$ cat src/rtl/mapping_req_arbiter.sv
`default_nettype none
// ============================================================================
// Module   : mapping_req_arbiter
// Purpose  : Merges the read and write lookup-request AXI-Stream channels
//            into one request stream for the hashed-paging mapping core.
//            Round-robin arbitration between the channels, one registered
//            output slot (1-cycle latency, 1 req/cycle), and a credit counter
//            that bounds in-flight requests. Credits come back as rsp_done
//            pulses from the downstream output stage.
// Ports    : ap_clk, ap_rst_n        - clock, async active-low reset
//            in_read_*  (tdata/tvalid/tready)  - read request stream
//            in_write_* (tdata/tvalid/tready)  - write request stream
//            out_tdata/tvalid/tready, out_is_write - merged request stream
//            rsp_done                - one pulse per completed request
//            outstanding             - current in-flight count
//            err_underflow           - sticky: rsp_done seen with count 0
// Revision : 1.0 - initial release
// ============================================================================
module mapping_req_arbiter #(
  parameter int DATA_WIDTH      = 73,
  parameter int MAX_OUTSTANDING = 8,
  parameter int CNT_WIDTH       = 8
) (
  input  logic                  ap_clk,
  input  logic                  ap_rst_n,
  input  logic [DATA_WIDTH-1:0] in_read_tdata,
  input  logic                  in_read_tvalid,
  output logic                  in_read_tready,
  input  logic [DATA_WIDTH-1:0] in_write_tdata,
  input  logic                  in_write_tvalid,
  output logic                  in_write_tready,
  output logic [DATA_WIDTH-1:0] out_tdata,
  output logic                  out_tvalid,
  input  logic                  out_tready,
  output logic                  out_is_write,
  input  logic                  rsp_done,
  output logic [CNT_WIDTH-1:0]  outstanding,
  output logic                  err_underflow
);

  localparam logic [CNT_WIDTH-1:0] MAX_CNT = CNT_WIDTH'(MAX_OUTSTANDING);

  typedef enum logic {
    GRANT_READ  = 1'b0,
    GRANT_WRITE = 1'b1
  } grant_e;

  grant_e last_grant;

  logic slot_free;
  logic credit_ok;
  logic grant_read;
  logic grant_write;
  logic grant_any;
  logic cnt_dec;

  // The slot can take a new request when it is empty or being drained now.
  assign slot_free = !out_tvalid || out_tready;
  // Credit uses the registered count only: an rsp_done in the same cycle
  // frees the credit for the following cycle, not this one.
  assign credit_ok = (outstanding < MAX_CNT);

  // Grant selection. ap_rst_n gates the grant so both treadys stay low for
  // the whole time reset is asserted, not just at clock edges.
  always_comb begin
    grant_read  = 1'b0;
    grant_write = 1'b0;
    if (ap_rst_n && slot_free && credit_ok) begin
      if (in_read_tvalid && in_write_tvalid) begin
        // Tie: serve the channel that did not win last time.
        if (last_grant == GRANT_WRITE) begin
          grant_read = 1'b1;
        end else begin
          grant_write = 1'b1;
        end
      end else if (in_read_tvalid) begin
        grant_read = 1'b1;
      end else if (in_write_tvalid) begin
        grant_write = 1'b1;
      end
    end
  end

  assign grant_any       = grant_read | grant_write;
  assign in_read_tready  = grant_read;
  assign in_write_tready = grant_write;

  // Output slot and arbitration history.
  always_ff @(posedge ap_clk or negedge ap_rst_n) begin
    if (!ap_rst_n) begin
      out_tvalid   <= 1'b0;
      out_tdata    <= '0;
      out_is_write <= 1'b0;
      last_grant   <= GRANT_WRITE;
    end else begin
      if (grant_any) begin
        out_tdata    <= grant_write ? in_write_tdata : in_read_tdata;
        out_is_write <= grant_write;
        out_tvalid   <= 1'b1;
        last_grant   <= grant_write ? GRANT_WRITE : GRANT_READ;
      end else if (out_tvalid && out_tready) begin
        out_tvalid <= 1'b0;
      end
    end
  end

  // A completion with nothing outstanding is ignored by the counter and
  // flagged instead.
  assign cnt_dec = rsp_done && (outstanding != '0);

  always_ff @(posedge ap_clk or negedge ap_rst_n) begin
    if (!ap_rst_n) begin
      outstanding   <= '0;
      err_underflow <= 1'b0;
    end else begin
      if (grant_any && !cnt_dec) begin
        outstanding <= outstanding + CNT_WIDTH'(1);
      end else if (cnt_dec && !grant_any) begin
        outstanding <= outstanding - CNT_WIDTH'(1);
      end
      if (rsp_done && (outstanding == '0)) begin
        err_underflow <= 1'b1;
      end
    end
  end

endmodule
`default_nettype wire

$ cat config.mk
export PLATFORM = sky130hd
export DESIGN_NAME = mapping_req_arbiter
export DESIGN_NICKNAME = d
export VERILOG_FILES = /design/src/rtl/mapping_req_arbiter.sv
export SDC_FILE = /design/constraint.sdc
export NUM_CORES = 1
export LEC_CHECK = 0
export ABC_AREA = 0
export BUFFER_PORTS_ARGS = -buffer_cell sky130_fd_sc_hd__buf_4
export CORE_ASPECT_RATIO = 1.5
export CORE_MARGIN = 2
export CORE_UTILIZATION = 48
export DETAILED_ROUTE_END_ITERATION = 8
export PLACE_DENSITY = 0.9
export SLEW_MARGIN = 20
export SYNTH_ARGS = -nofsm -noshare
export SYNTH_HDL_FRONTEND = slang
export SYNTH_SLANG_ARGS = --single-unit
$ cat constraint.sdc
create_clock -name ap_clk -period 4 [get_ports ap_clk]
set_clock_uncertainty 0.05 [all_clocks]
set_input_delay 0.6 -clock ap_clk [delete_from_list [all_inputs] [get_ports ap_clk]]
set_output_delay 0.6 -clock ap_clk [all_outputs]
set_load 0.02 [all_outputs]
Word level (Yosys, flattened, before mapping)
Index checks and enable logic that the tools add are counted.
{ "op_classes": {"bitwise_logic": 1, "reduce_logical": 16, "addsub": 2, "magnitude_cmp": 1, "muxes": 15} }
{ "ops": {"columns": ["cell", "count"], "rows": [
  ["73-bit two-way mux", 1],
  ["8-bit two-way mux", 2],
  ["1-bit two-way mux", 12],
  ["8-bit by 1-bit adder with 8-bit output, second input constant", 1],
  ["1-bit logical AND", 8],
  ["8-bit zero test", 1],
  ["8-bit by 4-bit < comparator with 1-bit output, second input constant", 1],
  ["8-bit nonzero test", 1],
  ["8-bit by 1-bit subtractor with 8-bit output, second input constant", 1],
  ["2-bit nonzero test", 2],
  ["1-bit zero test", 3],
  ["1-bit logical OR", 1],
  ["1-bit OR", 1]
]} }
{ "totals": {"out_inout_bits": 86, "ff_bits": 85} }

Longest topological paths before layout
Gate-level depths: netlist of the first run.
{ "depth": {"ltp_word": 10, "depth_mapped": 12, "ltp_nobuf": 11} }

Worst setup path after synthesis of the first run
OpenSTA, ideal clock, no wires.
{ "synth_path": {"kind": "reg2reg", "start": "reg outstanding[6]", "end": "reg outstanding[7]", "synth_period_minus_slack_ns": 3.086, "setup_time_ns": 0.104, "arrival_ns": 2.932, "path_buffers": 2, "path_slack_ns": 0.914, "stages_incl_launch_ff": 13, "path_cell_list": "dfrtp_1 -> nor3_2 -> nand4_2 -> buf_6 -> nor2_4 -> buf_2 -> ha_1 -> inv_1 -> ha_1 -> inv_1 -> o311ai_2 -> mux2i_1 -> a221oi_1"} }
{ "synth_via": {"elab_chain_len": 7, "elab_cells_between_ends": 16} }
{ "synth_rtl": {"columns": ["item", "line_no", "source"], "rows": [
  ["start: declaration", "37", "output logic [CNT_WIDTH-1:0] outstanding,"],
  ["start signal: assignment", "117", "outstanding <= outstanding + CNT_WIDTH'(1);"],
  ["start signal: assignment", "119", "outstanding <= outstanding - CNT_WIDTH'(1);"],
  ["8-bit by 4-bit < comparator with 1-bit output (*)", "61", "assign credit_ok = (outstanding < MAX_CNT);"],
  ["1-bit logical AND (*)", "68", "if (ap_rst_n && slot_free && credit_ok) begin"],
  ["1-bit two-way mux", "68", null],
  ["1-bit OR (*)", "84", "assign grant_any = grant_read | grant_write;"],
  ["named net grant_any", "54", "logic grant_any;"],
  ["1-bit zero test", "118", "end else if (cnt_dec && !grant_any) begin"],
  ["1-bit logical AND", "118", null],
  ["2-bit nonzero test (no line)", null, null]
]} }
Mark *: on every way through the listed nets, which the timed path passes. The rest lies on a longest branch. The select of a mux whose other input is x is not followed.
A chain may end at the register's enable or synchronous reset.

Worst setup path after layout of the first run
{ "layout_path": {"start": "reg outstanding[6]", "end": "reg outstanding[7]"} }
{ "layout_via": {"elab_chain_len": 7, "elab_cells_between_ends": 16} }
{ "layout_rtl": {"columns": ["item", "line_no"], "rows": [
  ["8-bit by 4-bit < comparator with 1-bit output", "61"],
  ["1-bit logical AND", "68"],
  ["1-bit two-way mux", "68"],
  ["1-bit OR", "84"],
  ["1-bit zero test", "118"],
  ["1-bit logical AND", "118"],
  ["2-bit nonzero test (no line)", null]
]} }
Several ways; a longest one is shown, not always the timed one. The select of a mux whose other input is x is not followed.

==> results of run 1 <==
## where the power goes
part           switching, mW  internal (mW)  total [mW]
Clock                  0.326          0.544       0.871
Sequential             0.377           1.31        1.68
Combinational           1.41           1.35        2.76
Total                   2.11           3.20        5.31
## cells in the final DEF, fill, tap and decap left out, drive strengths merged, types with 2 or more instances in the layout
cell	n
a21o	4
a21oi	8
a2bb2oi	73
a311oi	73
buf	247
bufinv	2
clkbuf	11
clkinv	3
dfrtp	84
ha	7
inv	5
mux2i	2
nand2	10
nand2b	2
nand3b	2
nand4	2
nor2	5
nor3	2
o21ai	80
xnor2	4
## cell families after synthesis
logic type | after synthesis
buffers and inverters | 62
AND/OR/NAND/NOR | 29
flip-flops | 85
AO/OA/AOI/OAI | 244
adder cells (fa/ha/maj) | 8
XOR/XNOR | 5
multiplexers | 3
## worst paths after layout
| check | from | endpoint | slack (ps) | cells after the start |
|---|---|---|---|---|
| min | ap_rst_n | outstanding[5] | 330 | 2 |
| max in group asynchronous | ap_rst_n | outstanding[0] | 2490 | 3 |
| min reg2reg | err_underflow | err_underflow | 440 | 1 |
| max reg2reg | outstanding[6] | outstanding[7] | 740 | 11 |
| max | outstanding[6] | outstanding[7] | 740 | 11 |
| min in group ap_clk | in_read_tvalid | last_grant | 440 | 2 |
## metal layers
metal | vias to the layer above | wire [um] | global-route usage [%]
met5 | - | 0 | 0
met4 | 0 | 694 | 13.5
met3 | 47 | 886 | 4.20
met2 | 231 | 8600 | 44.3
met1 | 2405 | 6080 | 33.6
li1 | 2168 | - | -
## state kept, by name (all words and copies together), names as in the netlist
register,cells
last_grant,1
err_underflow,1
out_tvalid,1
out_is_write,1
outstanding,8
out_tdata,73
## worst register-to-register path, cell delays in order (launching register included)
cell and delay [ps]:
dfrtp_1 430, nor3_2 330, nand2_1 100, nor4_1 270, nand2b_1 170, ha_1 230, inv_1 180, ha_1 400
nand2_1 110, o311ai_2 480, mux2i_1 140, a221oi_1 280
## stage by stage
stage	util [%]	cell area, um2	hold slack, ps
4_1_cts	68.0	7160	337
5_1_grt	68.0	7160	354
2_1_floorplan	-	5170	254
6_report	68.0	7160	325
3_5_place_dp	65.1	6850	428
3_3_place_gp	65.1	6850	451
## cell type report
class	count	area share [%]
multi-input combinational	289	37.3
sequential	85	29.7
timing repair buffer	247	25.9
clock buffer	11	3.25
tap	144	2.52
clock inverter	5	1.05
inverter	5	0.262
==> summary.txt, run 1 <==
Outcome
  • Status: finished clean

Critical path
  • Critical path required time: about 4200 ps
  • Setup Crit Path Kind: reg -> reg
  • Critical path's top delay family: simple AND/OR/NAND/NOR gates
  • Setup crit start kind: flop
  • Critical path, cell by cell: nor3_2 > nand2_1 > nor4_1 > nand2b_1 > ha_1 > inv_1 > ha_1 > nand2_1 > o311ai_2 > mux2i_1 > a221oi_1
  • Worst setup EP type: flop
  • Slowest stage delay, CP: roughly 480 ps
  • Slowest CP cell: o311ai_2
  • CP arrival: 3430 ps
  • Critical path buffers and inverters: 1
  • Max Fanout on Critical Path: 8

Synthesis
  • YS warnings: 0
  • Mux share of post-synthesis cell area: less than 1%
  • Synth area leaders: dfrtp_1 (41%), a2bb2oi_2 (17%), a311oi_1 (9.2%)
  • Yosys reg bits: 85
  • Post-synthesis cell count: ~440
  • Yosys cell types: between 40 and 50
  • Most frequent cells after synthesis: dfrtp_1 (84), o21ai_0 (80), a2bb2oi_2 (60)
  • Yosys top cell by area: dfrtp_1
  • Synth Area in Adders: 2.08%
  • Top-count cell post-synth: dfrtp_1
  • Ys flop type: dfrtp_1
  • Mapped cell area: between 5000 and 6000 um2
  • Post-synth EDFFs: 0
  • Top-area cell type share of the netlist area: about two fifths
  • Post-synthesis compound-gate area fraction: 44.5%
  • Synthesized area per cell: between 10 and 15 um2
  • Post-synth net total: 596
  • Async S/R FF share, synth: 100%
  • Seq/Total Area, Yosys: roughly 41%
  • Largest family of logic cells by synthesized area: compound AO/OA/AOI/OAI gates
  • Simple-Gate Fraction of Synth Area: under 10%
  • Synth Area in XOR/XNOR: less than 1%

Timing
  • Min Tclk post-route: ~3300 ps
  • Rel. slew slack: 36.0%
  • Fin Setup TNS: 0 ps
  • Maximum clock frequency: slightly above 0.3 GHz
  • Worst-Margin Slew: between 900 and 1000 ps
  • Slew Limit Fails: 0
  • Final hold vios: 0
  • Final setup viols: 0
  • Final setup margin: 739 ps
  • RSZ-0062 raised after global routing: no
  • Fin crit share: 81.5%

CTS
  • Clock Root Buffer: clkbuf_16
  • Hold_buf cts: 0
  • Clock Tree Buf Depth: 2
  • Setup Buffers After CTS: 0
  • H-tree depth: 3
  • Clock Sinks: between 80 and 90
  • CTS tree: done
  • CTS buffer count: 9
  • Skew-Pair Late Insertion Delay: 330 ps
  • Clk slew on worst S/H paths: around 60 ps
  • CTS resizes: 0

GRT
  • Largest net degree at the start of global routing: a little under 80
  • Total track usage: between 20% and 30%
  • Initial antenna violation count: 0
  • Vias in the first global route: 4,688
  • GR Overflow Total: 0
  • First-pass GRT wire length: roughly 24 mm

Final layout
  • Final std cells w/o fill: a little under 800
  • Fillers: between 700 and 800
  • Multi-input logic area: 2670 um2
  • Net count, final: 797
  • Area growth syn-to-layout: 38.5%
  • Layout cells sized above 1: 54.4%
  • Sequential Area: 2130 um2
  • # diodes: 0

Floorplan
  • Die H: 131 um
  • IO Pins: between 200 and 250
  • Die width: between 80 and 90 um
  • Core Rows: 46
  • Starting density of the core: between 40% and 50%
  • Full die area: between 10,000 and 15,000 um2
  • Core Region: around 11,000 um2

Pwr
  • Lkg Pwr: 3.09 nW
  • Pwr/cell area: roughly 740 nW/um2
  • Max VDD drop: around 0.37 mV
  • Power Total: 5.31 mW

Route
  • Detailed-route wire length: between 15 and 20 mm
  • Detailed Route Iter0 Violations: ~360
  • DRT antenna net count: 0
  • Vias: around 4,900
  • Drt wl/cell: between 20 and 25 um
  • DRC violations left: 0
  • Vias per inst: roughly 6
  • First-pass DRT Iterations: 4

Placement
  • # port buffers: approximately 240
  • Post-detail-place hpwl: 11.3 mm
  • Placed Cells: just under 800
  • Dpl ws: between 700 and 800 ps
  • Final RePlAce weighted congestion: about 0.92

Worst hold path
  • Min-Delay Path Class: in -> async

Job
  • Max Cap Viol: 0
Power figures use the tool's default switching activity.
==> inputs of run 2 (changes only) <==
Clock period 4 ns to 3.4 ns, I/O delays scaled along.
==> summary.txt, run 2 (same netlist as run 1, synthesis figures left out) <==
Route
  • DRC violations left: 0 (unchanged)
  • Detailed-route wire length: 16.4 mm (+0.88%)
  • DRT antenna net count: 0 (unchanged)
  • Drt wl/cell: 20.9 um (+1.0%)
  • Detailed Route Iter0 Violations: 362 (+0.28%)
  • First-pass DRT Iterations: 7 (+3)
  • Vias per inst: 6.15 (-0.31%)
  • Vias: 4,830 (-0.43%)

Floorplan
  • Full die area: 11,600 um2 (unchanged)
  • Core Rows: 46 (unchanged)
  • Starting density of the core: 49.1% (unchanged)
  • Core Region: 10,500 um2 (unchanged)
  • IO Pins: 238 (unchanged)
  • Die width: 88.7 um (unchanged)
  • Die H: 131 um (unchanged)

Critical path
  • Critical path required time: 3620 ps (-550 ps)
  • Critical path buffers and inverters: 1 (unchanged)
  • Critical path, cell by cell: nor3_2 > nand2_1 > nor4_1 > nand2b_1 > ha_1 > inv_1 > ha_1 > a21oi_1 > o21ai_0 > a2111oi_0 > nand3b_1
  • R2R Path End: outstanding[6]
  • Setup Crit Path Kind: reg -> reg
  • Reg2reg start: outstanding[6]
  • CP arrival: 3580 ps (+150 ps)
  • Reg2Reg Setup Slack: 50 ps (-690 ps)
  • Most used cell, CP: ha_1
  • Cells on worst reg2reg path: 11 (unchanged)
  • Slowest CP cell: dfrtp_1
  • Max Fanout on Critical Path: 8 (unchanged)
  • Setup crit start kind: flop
  • Worst setup EP type: flop
  • Slowest stage delay, CP: 420 ps (-60 ps)
  • Critical path's top delay family: simple AND/OR/NAND/NOR gates

CTS
  • Clock Tree Buf Depth: 2 (unchanged)
  • CTS buffer count: 9 (unchanged)
  • Setup Buffers After CTS: 0 (unchanged)
  • CTS tree: done
  • Skew-Pair Late Insertion Delay: 340 ps (about the same)
  • Clk slew on worst S/H paths: 60 ps (about the same)
  • Clock Sinks: 85 (unchanged)
  • H-tree depth: 3 (unchanged)
  • Clock Root Buffer: clkbuf_16

Final layout
  • Final core utilization: 67.8% (-0.21 points)
  • Commonest non-fill, non-tap cell in the layout: buf_4
  • Post-route cell area: 7140 um2 (-0.31%)
  • Fillers: 768 (-2.0%)
  • Largest Register: out_tdata
  • Largest regs: out_tdata (73), outstanding (8)
  • Final std cells w/o fill: 785 (-0.13%)
  • # diodes: 0 (unchanged)
  • Most frequent cells in the layout: buf_4 (245), dfrtp_1 (84), o21ai_0 (80)
  • Net count, final: 796 (-0.13%)
  • Layout cells sized above 1: 54.4% (+0.085 points)
  • Max FFs per register: 73 (unchanged)
  • Area growth syn-to-layout: 38.1%

Timing
  • RSZ-0062 raised after global routing: no
  • Worst hold slack: 278 ps (-47.6 ps)
  • Min Tclk post-route: 3350 ps (+91.2 ps)
  • Final setup viols: 0 (unchanged)
  • Rel. slew slack: 36.0% (about the same)
  • Worst-Margin Slew: 960 ps (+0.260 ps)
  • Fin Setup TNS: 0 ps (unchanged)
  • Maximum clock frequency: 0.298 GHz (-2.7%)
  • Fin crit share: 98.6% (+17 points)
  • Final setup margin: 47.7 ps (-691 ps)
  • Slew Limit Fails: 0 (unchanged)
  • Final hold vios: 0 (unchanged)

GRT
  • Largest net degree at the start of global routing: 78 (+1.3%)
  • First-pass GRT wire length: 24.5 mm (+1.1%)
  • Total track usage: 27.4% (+0.62 points)
  • GR Overflow Total: 0 (unchanged)
  • Vias in the first global route: 4,889 (+4.3%)
  • Initial antenna violation count: 0 (unchanged)

Placement
  • # port buffers: 237 (unchanged)
  • Dpl ws: 128 ps (-646 ps)
  • Cell Area, Placed: 6850 um2 (-0.11%)
  • Final RePlAce weighted congestion: 0.840 (-9.2%)
  • Placed Cells: 769 (-0.13%)
  • Post-detail-place hpwl: 11.1 mm (-1.5%)

Pwr
  • Max VDD drop: 0.509 mV (+37%)
  • Power Total: 6.20 mW (+17%)
  • Pwr/cell area: 869 nW/um2 (+17%)
  • Lkg Pwr: 3.07 nW (-0.54%)

Outcome
  • Status: finished clean

Worst hold path
  • Min-Delay Path Class: in -> async

Job
  • Max Cap Viol: 0 (unchanged)
==> run 2: cell count changes in the layout (fill, tap and decap cells not counted), sizes merged <==
cell and delta:
bufinv -2, buf -1, clkbuf +1, clkinvlp +1
==> run 2: worst reg2reg max path: stages, from the launching register on <==
cell	delay, ps
dfrtp_1	420
nor3_2	370
nand2_1	120
nor4_1	290
nand2b_1	160
ha_1	230
inv_1	190
ha_1	390
a21oi_1	330
o21ai_0	200
a2111oi_0	390
nand3b_1	150
==> run 2: how the worst max path moves through the flow <==
stage,start,to,slack [ps],cells after the start
final,outstanding[6],outstanding[6],50,11
after global routing,outstanding[6],outstanding[7],0.08,11
after CTS,outstanding[6],outstanding[7],80,11
after detailed placement,outstanding[6],outstanding[7],130,11
after global placement,outstanding[6],outstanding[7],390,11
after floorplan,outstanding[6],outstanding[7],310,12
==> run 2: repair_timing <==
action	CTS	global route
hold buffers	0	0
resized for setup	0	1
endpoints found under the setup margin	0	1
==> run 2: layout make-up <==
class / instances / area (um2) / area share, %
clock buffer: 12 / 256 / 3.59
clock inverter: 4 / 22.5 / 0.316
inverter: 5 / 18.8 / 0.263
multi-input combinational: 289 / 2680 / 37.6
sequential: 85 / 2130 / 29.8
tap: 144 / 180 / 2.52
timing repair buffer: 246 / 1850 / 25.9
==> run 2: metal layers <==
metal / wire length (um) / share of wire, % / track usage [%] / vias to the layer above
met2: 8790 / 54 / 47.4 / 238
li1: - / - / - / 2160
met5: 0 / 0 / 0 / -
met1: 5900 / 36 / 32.3 / 2386
met3: 1030 / 6.3 / 5.32 / 46
met4: 674 / 4.1 / 12.7 / 0
==> run 2: power by group <==
| group | switching [mW] | internal (mW) | total (mW) |
|---|---|---|---|
| combinational | 1.70 | 1.59 | 3.29 |
| sequential | 0.448 | 1.54 | 1.98 |
| clock | 0.400 | 0.531 | 0.931 |
| total | 2.54 | 3.66 | 6.20 |
==> inputs of run 3 (changes only) <==
Settings changed: ABC_AREA 0 to 1, HOLD_SLACK_MARGIN set to 0.1, TNS_END_PERCENT set to 100.
==> summary.txt, run 3 <==
Outcome
  • Status: finished clean

Final layout
  • Largest regs: out_tdata (73), outstanding (8)
  • Final core utilization: 69.0% (+1.2 points)
  • # diodes: 0 (unchanged)
  • Most frequent cells in the layout: nand2_1 (259), buf_4 (247), inv_1 (163)
  • Layout cells sized above 1: 28.4% (-26 points)
  • Post-route cell area: 7300 um2 (+2.3%)
  • Final std cells w/o fill: 1,111 (+42%)
  • Largest Register: out_tdata
  • Max FFs per register: 73 (unchanged)
  • Area growth syn-to-layout: 40.6%
  • Net count, final: 1,122 (+41%)
  • Commonest non-fill, non-tap cell in the layout: nand2_1

Synthesis
  • Synth area leaders: dfrtp_1 (40%), nand2_1 (19%), inv_1 (12%)
  • Yosys top cell by area: dfrtp_1
  • Largest family of logic cells by synthesized area: simple AND/OR/NAND/NOR gates
  • Async S/R FF share, synth: 100% (unchanged)
  • Mux share of post-synthesis cell area: 0% (-0.61 points)
  • YS warnings: 0 (unchanged)
  • Seq/Total Area, Yosys: 41.0% (-0.22 points)
  • Top-area cell type share of the netlist area: 40.5% (-0.22 points)
  • Yosys cell types: 29 (-31%)
  • Ys flop type: dfrtp_1
  • Post-synth net total: 913 (+53%)
  • Post-synthesis compound-gate area fraction: 1.30% (-43 points)
  • Synthesized area per cell: 6.90 um2 (-42%)
  • Post-synthesis cell count: 753 (+73%)
  • Most frequent cells after synthesis: nand2_1 (260), inv_1 (163), dfrtp_1 (84)
  • Simple-Gate Fraction of Synth Area: 37.1% (+34 points)
  • Post-synth EDFFs: 0 (unchanged)
  • Yosys reg bits: 85 (unchanged)
  • Top-count cell post-synth: nand2_1
  • Synth Area in Adders: 2.07% (-0.011 points)
  • Mapped cell area: 5200 um2 (+0.53%)
  • Synth Area in XOR/XNOR: 0.337% (-0.51 points)

Placement
  • Cell Area, Placed: 6930 um2 (+1.3%)
  • Post-detail-place hpwl: 11.2 mm (+0.65%)
  • Final RePlAce weighted congestion: 0.900 (+7.2%)
  • Dpl ws: 587 ps (+460 ps)
  • Placed Cells: 1,095 (+42%)
  • # port buffers: 237 (unchanged)

Route
  • DRT antenna net count: 0 (unchanged)
  • Drt wl/cell: 14.2 um (-32%)
  • First-pass DRT Iterations: 4 (-3)
  • Vias per inst: 5.09 (-17%)
  • Detailed Route Iter0 Violations: 293 (-19%)
  • DRC violations left: 0 (unchanged)
  • Vias: 5,660 (+17%)
  • Detailed-route wire length: 15.8 mm (-3.9%)

Critical path
  • Reg2Reg Setup Slack: 570 ps (+530 ps)
  • Reg2reg start: outstanding[4]
  • CP startpoint: outstanding[4]
  • Slowest stage delay, CP: 410 ps (about the same)
  • Max Fanout on Critical Path: 37 (+29)
  • Cell count along the critical path: 15 (+4)
  • Setup Crit Path Kind: reg -> reg
  • Critical path buffers and inverters: 3 (+2)
  • Cells on worst reg2reg path: 15 (+4)
  • Most used cell, CP: nand2_1
  • Critical path required time: 3580 ps (-40 ps)
  • Critical path's top delay family: simple AND/OR/NAND/NOR gates
  • R2R Path End: outstanding[7]
  • Setup crit start kind: flop
  • Critical path, cell by cell: nor2_1 > nand2_1 > nor2_4 > buf_4 > nand2_1 > nand2_1 > ha_1 > inv_1 > ha_1 > nand2_1 > inv_1 > a21oi_1 > nand3_1 > nand3_1 > nand2_1
  • CP arrival: 3000 ps (-580 ps)
  • Worst setup EP type: flop
  • Critical Path Sink: outstanding[7]
  • Slowest CP cell: dfrtp_1

Timing
  • Final hold vios: 0 (unchanged)
  • Fin crit share: 83.1% (-15 points)
  • Fin Setup TNS: 0 ps (unchanged)
  • Worst hold slack: 193 ps (-84.9 ps)
  • Min Tclk post-route: 2830 ps (-525 ps)
  • Final setup viols: 0 (unchanged)
  • Final setup margin: 573 ps (+525 ps)
  • Slew Limit Fails: 0 (unchanged)
  • RSZ-0062 raised after global routing: no
  • Worst-Margin Slew: 838 ps (-122 ps)
  • Rel. slew slack: 44.1% (+8.1 points)
  • Maximum clock frequency: 0.354 GHz (+19%)

Pwr
  • Pwr/cell area: 779 nW/um2 (-10%)
  • Power Total: 5.69 mW (-8.3%)
  • Lkg Pwr: 4.51 nW (+47%)
  • Max VDD drop: 0.523 mV (+2.8%)

Floorplan
  • IO Pins: 238 (unchanged)
  • Die width: 89.0 um (+0.25%)
  • Starting density of the core: 49.1% (about the same)
  • Core Region: 10,600 um2 (+0.55%)
  • Core Rows: 46 (unchanged)
  • Full die area: 11,700 um2 (+0.51%)
  • Die H: 131 um (+0.26%)

Worst hold path
  • Min-Delay Path Class: in -> async

GRT
  • Total track usage: 27.1% (-0.26 points)
  • First-pass GRT wire length: 25.1 mm (+2.2%)
  • Vias in the first global route: 5,393 (+10%)
  • GR Overflow Total: 0 (unchanged)
  • Initial antenna violation count: 0 (unchanged)
  • Largest net degree at the start of global routing: 77 (-1.3%)

CTS
  • Skew-Pair Late Insertion Delay: 330 ps (about the same)
  • CTS buffer count: 9 (unchanged)
  • Clock Root Buffer: clkbuf_16
  • H-tree depth: 3 (unchanged)
  • CTS tree: done
  • Clock Sinks: 85 (unchanged)
  • Hold_buf cts: 0 (unchanged)
  • CTS resizes: 0 (unchanged)
  • Setup Buffers After CTS: 0 (unchanged)
  • Clock Tree Buf Depth: 2 (unchanged)
  • Clk slew on worst S/H paths: 70 ps (about the same)

Job
  • Max Cap Viol: 0 (unchanged)
[run 3: layout make-up]
class / instances / area [um2]
clock inverter: 6 / 134
inverter: 168 / 631
sequential: 85 / 2130
clock buffer: 10 / 239
fill: 886 / 3290
tap: 144 / 180
multi-input combinational: 451 / 2140
timing repair buffer: 247 / 1850
[run 3: report_power, final]
part	leakage, nW	internal [mW]	switching, mW
Combinational	3.26	1.08	1.62
Clock	0.183	0.812	0.397
Sequential	1.07	1.46	0.310
[run 3: how the worst min path moves through the flow]
stage                  start            end  slack, ps  cells after the start
6_report            ap_rst_n     out_tvalid        190                      2
5_1_grt             ap_rst_n     out_tvalid        230                      2
4_1_cts             ap_rst_n     out_tvalid        210                      2
3_5_place_dp   err_underflow  err_underflow        410                      1
3_3_place_gp   out_tdata[48]  out_tdata[48]        410                      2
2_1_floorplan       ap_rst_n  err_underflow        160                      0
[run 3: logic make-up (layout without fill, tap and decap cells)]
group / count (synthesis) / after routing
flip-flops: 85 / 85
adder cells (fa/ha/maj): 8 / 8
XOR/XNOR: 2 / 2
AND/OR/NAND/NOR: 429 / 429
buffers and inverters: 217 / 431
AO/OA/AOI/OAI: 12 / 12
[run 3: routing by layer]
layer | track usage (%) | vias up | part of all wire (%)
met2 | 47.6 | 255 | 53
li1 | - | 2735 | -
met5 | 0 | - | 0
met3 | 4.52 | 53 | 6.6
met4 | 13.1 | 0 | 4.2
met1 | 30.9 | 2617 | 36
